## config.mk

```make
export PLATFORM = sky130hd
export DESIGN_NAME = flappy_game_ctrl_flat
export DESIGN_NICKNAME = d
export VERILOG_FILES = /design/src/rtl/flappy_pkg.sv /design/src/rtl/flappy_game_ctrl_if.sv /design/src/rtl/bcd4_counter.sv /design/src/rtl/flappy_game_ctrl.sv /design/src/flat_wrapper.sv
export SDC_FILE = /design/constraint.sdc
export NUM_CORES = 1
export LEC_CHECK = 0
export CAP_MARGIN = 20
export CORE_MARGIN = 2
export CORE_UTILIZATION = 25
export CTS_CLUSTER_SIZE = 12
export DETAILED_ROUTE_END_ITERATION = 7
export GPL_TIMING_DRIVEN = 0
export REMOVE_ABC_BUFFERS = 1
export SYNTH_ARGS = -nofsm -noshare
export SYNTH_HDL_FRONTEND = slang
export SYNTH_HIERARCHICAL = 1
export SYNTH_SLANG_ARGS = --single-unit
```

## constraint.sdc

```tcl
create_clock -name clk -period 4.9 [get_ports clk]
set_input_delay 0.98 -clock clk [delete_from_list [all_inputs] [get_ports clk]]
set_output_delay 0.98 -clock clk [all_outputs]
set_load 0.02 [all_outputs]
```

## src/rtl/flappy_pkg.sv

```systemverilog
`default_nettype none
// ============================================================================
// flappy_pkg : shared game states, frame-sequence phases, geometry and physics
// Rev 1.0
// ============================================================================
package flappy_pkg;

    localparam int SCREEN_H = 480;
    localparam int GROUND_H = 40;
    localparam int BIRD_X   = 160;
    localparam int BIRD_W   = 16;
    localparam int BIRD_H   = 16;
    localparam int PIPE_W   = 52;
    localparam int GAP_H    = 120;
    localparam int START_Y  = 232;
    localparam int FLOOR_Y  = SCREEN_H - GROUND_H - BIRD_H;

    localparam int GRAVITY  = 1;
    localparam int FLAP_VEL = -8;
    localparam int VMAX     = 10;

    typedef enum logic [1:0] {
        ST_IDLE  = 2'd0,
        ST_PLAY  = 2'd1,
        ST_DYING = 2'd2,
        ST_OVER  = 2'd3
    } game_state_e;

    typedef enum logic [1:0] {
        SEQ_IDLE   = 2'd0,
        SEQ_MOVE   = 2'd1,
        SEQ_SETTLE = 2'd2,
        SEQ_CHECK  = 2'd3
    } frame_seq_e;

endpackage : flappy_pkg
`default_nettype wire

```

## src/rtl/flappy_game_ctrl_if.sv

```systemverilog
`default_nettype none
// ============================================================================
// flappy_game_ctrl_if : controller <-> VGA/input/pipe/renderer signal bundle
// Rev 1.0
// ============================================================================
interface flappy_game_ctrl_if;

    logic        frame_tick;
    logic        flap;
    logic        pause;
    logic [9:0]  pipe_x;
    logic [8:0]  gap_y;
    logic        pipe_step;
    logic        pipe_rst;
    logic [8:0]  bird_y;
    logic [1:0]  state;
    logic [15:0] score_bcd;
    logic        game_over;

    modport master (
        output frame_tick, flap, pause, pipe_x, gap_y,
        input  pipe_step, pipe_rst, bird_y, state, score_bcd, game_over
    );

    modport slave (
        input  frame_tick, flap, pause, pipe_x, gap_y,
        output pipe_step, pipe_rst, bird_y, state, score_bcd, game_over
    );

endinterface : flappy_game_ctrl_if
`default_nettype wire

```

## src/rtl/bcd4_counter.sv

```systemverilog
`default_nettype none
// ============================================================================
// bcd4_counter : 4-digit BCD up-counter, saturating at 9999, sync clear
// Rev 1.0
// ============================================================================
module bcd4_counter (
    input  wire logic        clk,
    input  wire logic        rst,
    input  wire logic        inc_i,
    input  wire logic        clr_i,
    output logic      [15:0] bcd_o
);

    logic [15:0] cnt_q;
    logic [15:0] cnt_d;
    logic        carry;

    always_comb begin
        cnt_d = cnt_q;
        carry = 1'b0;
        if (clr_i) begin
            cnt_d = '0;
        end else if (inc_i && (cnt_q != 16'h9999)) begin
            carry = 1'b1;
            for (int i = 0; i < 4; i++) begin
                if (carry) begin
                    if (cnt_q[4*i +: 4] == 4'd9) begin
                        cnt_d[4*i +: 4] = 4'd0;
                    end else begin
                        cnt_d[4*i +: 4] = cnt_q[4*i +: 4] + 4'd1;
                        carry           = 1'b0;
                    end
                end
            end
        end
    end

    always_ff @(posedge clk or posedge rst) begin
        if (rst) begin
            cnt_q <= '0;
        end else begin
            cnt_q <= cnt_d;
        end
    end

    assign bcd_o = cnt_q;

endmodule : bcd4_counter
`default_nettype wire

```

## src/rtl/flappy_game_ctrl.sv

```systemverilog
`default_nettype none
// ============================================================================
// flappy_game_ctrl : per-frame bird physics, pipe scroll, collision and score
// Rev 1.0
// ============================================================================
module flappy_game_ctrl
    import flappy_pkg::*;
(
    input  wire logic         clk,
    input  wire logic         rst,
    flappy_game_ctrl_if.slave ctrl
);

    localparam logic signed [5:0]  c_grav     = 6'(GRAVITY);
    localparam logic signed [5:0]  c_flap_vel = 6'(FLAP_VEL);
    localparam logic signed [5:0]  c_vmax     = 6'(VMAX);
    localparam logic signed [10:0] c_floor_s  = 11'(FLOOR_Y);
    localparam logic        [8:0]  c_floor_y  = 9'(FLOOR_Y);
    localparam logic        [8:0]  c_start_y  = 9'(START_Y);
    localparam logic        [10:0] c_bird_l   = 11'(BIRD_X);
    localparam logic        [10:0] c_bird_r   = 11'(BIRD_X + BIRD_W);
    localparam logic        [10:0] c_bird_h   = 11'(BIRD_H);
    localparam logic        [10:0] c_pipe_w   = 11'(PIPE_W);
    localparam logic        [10:0] c_gap_h    = 11'(GAP_H);

    game_state_e       state_q,    state_d;
    frame_seq_e        seq_q,      seq_d;
    logic        [8:0] bird_y_q,   bird_y_d;
    logic signed [5:0] vel_q,      vel_d;
    logic              pending_q,  pending_d;
    logic              scored_q,   scored_d;
    logic              floor_q,    floor_d;
    logic              launch_q,   launch_d;
    logic              pipe_rst_q, pipe_rst_d;
    logic              flap_prev_q;

    logic              score_inc;
    logic              score_clr;
    logic [15:0]       score_bcd;

    logic              w_flap_edge;
    logic              w_running;
    logic signed [5:0] w_vel_sum;
    logic signed [5:0] w_vel_grav;
    logic signed [5:0] w_vel_new;
    logic signed [10:0] w_y_new;
    logic [10:0]       w_px, w_px_end, w_by_top, w_by_bot, w_gap_top, w_gap_bot;
    logic              w_overlap, w_miss, w_passed, w_wrapped;

    assign w_flap_edge = ctrl.flap & ~flap_prev_q;
    assign w_running   = (state_q == ST_PLAY) || (state_q == ST_DYING);

    // The start flap's velocity is used as-is on the first frame (no gravity).
    assign w_vel_sum  = vel_q + c_grav;
    assign w_vel_grav = (w_vel_sum > c_vmax) ? c_vmax : w_vel_sum;
    assign w_vel_new  = ((state_q == ST_PLAY) && (pending_q || launch_q)) ? c_flap_vel : w_vel_grav;
    assign w_y_new    = $signed({2'b00, bird_y_q}) + 11'(w_vel_new);

    assign w_px      = {1'b0, ctrl.pipe_x};
    assign w_px_end  = w_px + c_pipe_w;
    assign w_by_top  = {2'b00, bird_y_q};
    assign w_by_bot  = w_by_top + c_bird_h;
    assign w_gap_top = {2'b00, ctrl.gap_y};
    assign w_gap_bot = w_gap_top + c_gap_h;
    assign w_overlap = (w_px < c_bird_r) && (w_px_end > c_bird_l);
    assign w_miss    = (w_by_top < w_gap_top) || (w_by_bot > w_gap_bot);
    assign w_passed  = (w_px_end <= c_bird_l);
    assign w_wrapped = (w_px > c_bird_r);

    always_comb begin
        state_d    = state_q;
        seq_d      = seq_q;
        bird_y_d   = bird_y_q;
        vel_d      = vel_q;
        pending_d  = 1'b0;
        scored_d   = scored_q;
        floor_d    = floor_q;
        launch_d   = launch_q;
        pipe_rst_d = 1'b0;
        score_inc  = 1'b0;
        score_clr  = 1'b0;
        if (!ctrl.pause) begin
            unique case (seq_q)
                SEQ_IDLE: begin
                    if (ctrl.frame_tick && w_running) begin
                        seq_d = SEQ_MOVE;
                    end
                end
                SEQ_MOVE: begin
                    seq_d    = SEQ_SETTLE;
                    launch_d = 1'b0;
                    if (w_y_new[10]) begin
                        bird_y_d = '0;
                        vel_d    = '0;
                        floor_d  = 1'b0;
                    end else if (w_y_new >= c_floor_s) begin
                        bird_y_d = c_floor_y;
                        vel_d    = w_vel_new;
                        floor_d  = 1'b1;
                    end else begin
                        bird_y_d = w_y_new[8:0];
                        vel_d    = w_vel_new;
                        floor_d  = 1'b0;
                    end
                end
                SEQ_SETTLE: begin
                    seq_d = SEQ_CHECK;
                end
                SEQ_CHECK: begin
                    seq_d   = SEQ_IDLE;
                    floor_d = 1'b0;
                    if (floor_q) begin
                        state_d = ST_OVER;
                    end else if (state_q == ST_PLAY) begin
                        if (w_overlap && w_miss) begin
                            state_d = ST_DYING;
                        end else if (w_passed && !scored_q) begin
                            score_inc = 1'b1;
                            scored_d  = 1'b1;
                        end else if (w_wrapped) begin
                            scored_d  = 1'b0;
                        end
                    end
                end
                default: seq_d = SEQ_IDLE;
            endcase

            if ((state_q == ST_IDLE) && w_flap_edge) begin
                state_d  = ST_PLAY;
                vel_d    = c_flap_vel;
                launch_d = 1'b1;
            end else if ((state_q == ST_OVER) && w_flap_edge) begin
                state_d    = ST_IDLE;
                bird_y_d   = c_start_y;
                vel_d      = '0;
                scored_d   = 1'b0;
                launch_d   = 1'b0;
                score_clr  = 1'b1;
                pipe_rst_d = 1'b1;
            end

            // A flap edge on the MOVE cycle itself is kept for the next frame.
            if ((state_q == ST_PLAY) && (state_d == ST_PLAY)) begin
                pending_d = w_flap_edge | (pending_q & (seq_q != SEQ_MOVE));
            end
        end
    end

    always_ff @(posedge clk or posedge rst) begin
        if (rst) begin
            state_q     <= ST_IDLE;
            seq_q       <= SEQ_IDLE;
            bird_y_q    <= c_start_y;
            vel_q       <= '0;
            pending_q   <= 1'b0;
            scored_q    <= 1'b0;
            floor_q     <= 1'b0;
            launch_q    <= 1'b0;
            pipe_rst_q  <= 1'b0;
            flap_prev_q <= 1'b0;
        end else begin
            state_q     <= state_d;
            seq_q       <= seq_d;
            bird_y_q    <= bird_y_d;
            vel_q       <= vel_d;
            pending_q   <= pending_d;
            scored_q    <= scored_d;
            floor_q     <= floor_d;
            launch_q    <= launch_d;
            pipe_rst_q  <= pipe_rst_d;
            flap_prev_q <= ctrl.flap;
        end
    end

    bcd4_counter u_score (
        .clk   (clk),
        .rst   (rst),
        .inc_i (score_inc),
        .clr_i (score_clr),
        .bcd_o (score_bcd)
    );

    assign ctrl.pipe_step = (seq_q == SEQ_MOVE) && (state_q == ST_PLAY) && !ctrl.pause;
    assign ctrl.pipe_rst  = pipe_rst_q;
    assign ctrl.bird_y    = bird_y_q;
    assign ctrl.state     = state_q;
    assign ctrl.score_bcd = score_bcd;
    assign ctrl.game_over = (state_q == ST_OVER);

endmodule : flappy_game_ctrl
`default_nettype wire

```

## src/flat_wrapper.sv

```systemverilog
// flat-port wrapper written by rule: the top's interface ports become plain ports
module flappy_game_ctrl_flat import flappy_pkg::*;
  (clk, rst, ctrl_frame_tick, ctrl_flap, ctrl_pause, ctrl_pipe_x, ctrl_gap_y, ctrl_pipe_step, ctrl_pipe_rst, ctrl_bird_y, ctrl_state, ctrl_score_bcd, ctrl_game_over);
  flappy_game_ctrl_if ctrl_i ();
  input  wire logic clk;
  input  wire logic rst;
  input wire logic [$bits(ctrl_i.frame_tick)-1:0] ctrl_frame_tick;
  input wire logic [$bits(ctrl_i.flap)-1:0] ctrl_flap;
  input wire logic [$bits(ctrl_i.pause)-1:0] ctrl_pause;
  input wire logic [$bits(ctrl_i.pipe_x)-1:0] ctrl_pipe_x;
  input wire logic [$bits(ctrl_i.gap_y)-1:0] ctrl_gap_y;
  output wire logic [$bits(ctrl_i.pipe_step)-1:0] ctrl_pipe_step;
  output wire logic [$bits(ctrl_i.pipe_rst)-1:0] ctrl_pipe_rst;
  output wire logic [$bits(ctrl_i.bird_y)-1:0] ctrl_bird_y;
  output wire logic [$bits(ctrl_i.state)-1:0] ctrl_state;
  output wire logic [$bits(ctrl_i.score_bcd)-1:0] ctrl_score_bcd;
  output wire logic [$bits(ctrl_i.game_over)-1:0] ctrl_game_over;
  assign ctrl_i.frame_tick = ctrl_frame_tick;
  assign ctrl_i.flap = ctrl_flap;
  assign ctrl_i.pause = ctrl_pause;
  assign ctrl_i.pipe_x = ctrl_pipe_x;
  assign ctrl_i.gap_y = ctrl_gap_y;
  assign ctrl_pipe_step = ctrl_i.pipe_step;
  assign ctrl_pipe_rst = ctrl_i.pipe_rst;
  assign ctrl_bird_y = ctrl_i.bird_y;
  assign ctrl_state = ctrl_i.state;
  assign ctrl_score_bcd = ctrl_i.score_bcd;
  assign ctrl_game_over = ctrl_i.game_over;
  flappy_game_ctrl u_core (.clk(clk), .rst(rst), .ctrl(ctrl_i));
endmodule
```

==> metrics.md <==
| Metric | Value |
|---|---|
| #FFs+latches synth | `just over 40` |
| Nets | `about 530` |
| CP required | `around 5.0 ns` |
| WL per Instance | `between 10 and 15 um` |
| First-pass GRT wire length | `about 16 mm` |
| CP most frequent cell | `ha_1` |
| Critical path arrival | `about 4.2 ns` |
| Share of cells above drive strength 1 | `under 10%` |
| First-pass detailed-route iteration total | `4` |
| Vias in the first global route | `~3200` |
| M3 GR Usage | `1.85%` |
| Total GRT Usage | `a little under an eighth` |
| PortBufs | `53` |
| CTS tree | `yes` |
| Initial antenna violation count | `0` |
| Worst-path clk slew | `around 0.06 ns` |
| Fin crit period | `just over 4 ns` |
| Final instance area | `approximately 0.0045 sq mm` |
| Initial Util | `approximately 26%` |
| Die width | `around 120 um` |
| Asr flop ratio synth | `100%` |
| Maxcap violations | `0` |
| Io pins | `54` |
| Fillcell total | `around 1400` |
| Clock Path Buffers | `2` |
| Pre-CTS setup slack | `approximately 0.63 ns` |
| VDD IR max | `about 0.18 mV` |
| Die area | `between 0.015 and 0.02 sq mm` |
| Post-DP HPWL | `7.40 mm` |
| Post-synthesis sequential area ratio | `between 20% and 30%` |
| Area delta synth->final | `24.4%` |
| Final Hold Violating Endpoints | `0` |
| Area after DPL | `0.00433 sq mm` |
| CP Capture Type | `flop` |
| Total routed wirelength | `9.53 mm` |
| Gpl congestion | `between 0.9 and 1` |
| Final period utilization | `83.2%` |
| Most frequent cells in the layout | `clkdlybuf4s50_1 (53), ha_1 (46), dfrtp_1 (37)` |
| Tot Pwr | `0.00246 W` |
| # resized after CTS | `0` |
| Pwr dens | `between 500 and 600 mW/mm^2` |
| Setup tns final | `0 ns` |
| Top delay family on crit path | `compound AO/OA/AOI/OAI gates` |
| Worst Path Buf+Inv | `0` |
| DR vias | `3260` |
| Largest net degree at the start of global routing | `26` |
| Status | `finished, final reports clean` |
| Synth Warn # | `6` |
| Root Buffer | `clkbuf_16` |
| Max-slew violation count | `0` |
| Worst rel slew slack | `approximately a third` |
| Clk_skew | `between 0.006 and 0.007 ns` |
| CTS Buf Count | `5` |
| Final setup violation count | `0` |
| Synth Flop Type | `dfrtp_1` |
| Worst Setup Start Kind | `flop` |
| Synth cell types | `67` |
| DIE HEIGHT | `between 100 and 150 um` |
| Synthesized area | `0.00361 sq mm` |
| HP Class | `flop to flop` |
| Number of synthesized flops with an enable pin | `0` |
| Pin slew with the least headroom to its limit | `around 0.98 ns` |
| Met1 Track Usage GR | `roughly 17%` |
| Core Rows | `43` |
| CTS Sinks | `just over 40` |
| Post-route ant nets | `0` |
| Met2 Use GR | `19.5%` |
| Floorplan core area | `approximately 0.014 sq mm` |
| Top Usage Layer GRT | `met2` |
| DRC | `0` |
| Ant. Diodes | `0` |
| Critical Path Max Stage Delay | `0.46 ns` |
| Post-Syn Area per Cell | `approximately 9 sq um` |
| Kind of critical path | `flop to flop` |
| RSZ-0062 raised after global routing | `no` |
| Congestion Overflow GR | `0` |
| Maximum clock frequency | `245 MHz` |
| 1st-iter DRT viols | `between 150 and 200` |
| Post-CTS Hold Buffers | `0` |
| H-Tree Depth | `2` |
| Drt via density | `slightly above 5` |
| Critical-path top delay cell | `dfrtp_1` |
| Post-synthesis instance total | `between 400 and 500` |
| Leakage | `~2 nW` |
| CP Cell Sequence | `ha_1 -> xnor2_1 -> o21a_1 -> o21ai_0 -> a21oi_2 -> nor2b_1 -> ha_1 -> fa_1 -> nand3_1 -> nand4_1 -> a31o_2 -> ha_1 -> nor2_1 -> o21ai_0 -> o41ai_1` |
| Setup Fix Bufs, Post-CTS | `0` |
| Skew-Pair Late Insertion Delay | `about 0.28 ns` |
| Setup WS post-layout | `between 0.8 and 0.9 ns` |
| Crit Path Max Fanout | `8` |
| Commonest non-fill, non-tap cell in the layout | `clkdlybuf4s50_1` |
-- synthesized netlist by cell type (5+ instances only) --
library cell / count / area share (%)
dfrtp_1: 37 / 26
nand2_1: 34 / 3.5
o21ai_0: 29 / 4.0
nand3b_1: 5 / 1.0
clkbuf_1: 5 / 0.52
o21a_1: 5 / 1.0
a21o_1: 8 / 1.7
xnor2_1: 10 / 2.4
nand4_1: 9 / 1.6
inv_1: 33 / 3.4
buf_2: 5 / 0.69
ha_1: 46 / 16
nor2_1: 25 / 2.6
a21oi_1: 24 / 3.3
nor3_1: 7 / 0.97
nor4_1: 5 / 0.87
xor2_1: 5 / 1.2
nor2b_1: 8 / 1.4
a31oi_1: 11 / 1.9
nand3_1: 15 / 2.1
-- cell families after synthesis --
kind of cell	Yosys count	share of synthesized area [%]
adder cells (fa/ha/maj)	47	16.5
AO/OA/AOI/OAI	114	21.5
XOR/XNOR	16	4.09
buffers and inverters	44	4.95
multiplexers	6	1.80
AND/OR/NAND/NOR	144	22.6
flip-flops	41	28.5
-- stage by stage --
stage | hold slack (ns) | util (%) | std cells
finish | 0.498 | 32.1 | 644
global route | 0.534 | 32.1 | 644
CTS | 0.499 | 32.1 | 644
detailed placement | 0.485 | 31.0 | 636
global placement | 0.476 | 30.8 | 634
floorplan | 0.458 | - | 401
-- registers in the layout, indices dropped and copies added (netlist names) --
name,cells
u_core/ctrl.bird_y,9
u_core/ctrl.pipe_rst,1
u_core/ctrl.state,2
u_core/flap_prev_q,1
u_core/floor_q,1
u_core/launch_q,1
u_core/pending_q,1
u_core/scored_q,1
u_core/seq_q,2
u_core/u_score/bcd_o,16
u_core/vel_q,6
-- power by group --
part           internal [W]  switching [W]
combinational      0.000646       0.000894
sequential         0.000443       0.000141
clock              0.000215       0.000123
-- per-layer routing --
| layer | routed length, um | part of all wire, % |
|---|---|---|
| met5 | 0 | 0 |
| met4 | 40 | 0.42 |
| met3 | 342 | 3.6 |
| met2 | 4530 | 47 |
| met1 | 4620 | 48 |
-- final cells by class --
type                            instances  area, sq um  share of cell area, %
Clock inverter                          1         5.00                  0.111
Inverter                               33          124                   2.76
Sequential cell                        41         1030                   23.0
Timing Repair Buffer                   55          547                   12.2
Clock buffer                            7          153                   3.40
Multi-Input combinational cell        327         2410                   53.6
Tap cell                              180          225                   5.01
-- path summary, 6_finish.rpt --
kind                            cells past startpoint  slack (ns)             from                      end
worst max-delay path                               15        0.83  u_core/vel_q[0]    u_core/ctrl.bird_y[4]
worst min-delay path                                1        0.50  u_core/vel_q[5]          u_core/vel_q[5]
worst max register to register                     15        0.83  u_core/vel_q[0]    u_core/ctrl.bird_y[4]
worst min register to register                      1        0.50  u_core/vel_q[5]          u_core/vel_q[5]
max in group asynchronous                           2        3.00              rst     u_core/ctrl.state[0]
min in group asynchronous                           2        1.16              rst  u_core/u_score/bcd_o[8]
(Power assumes the default switching activity.)
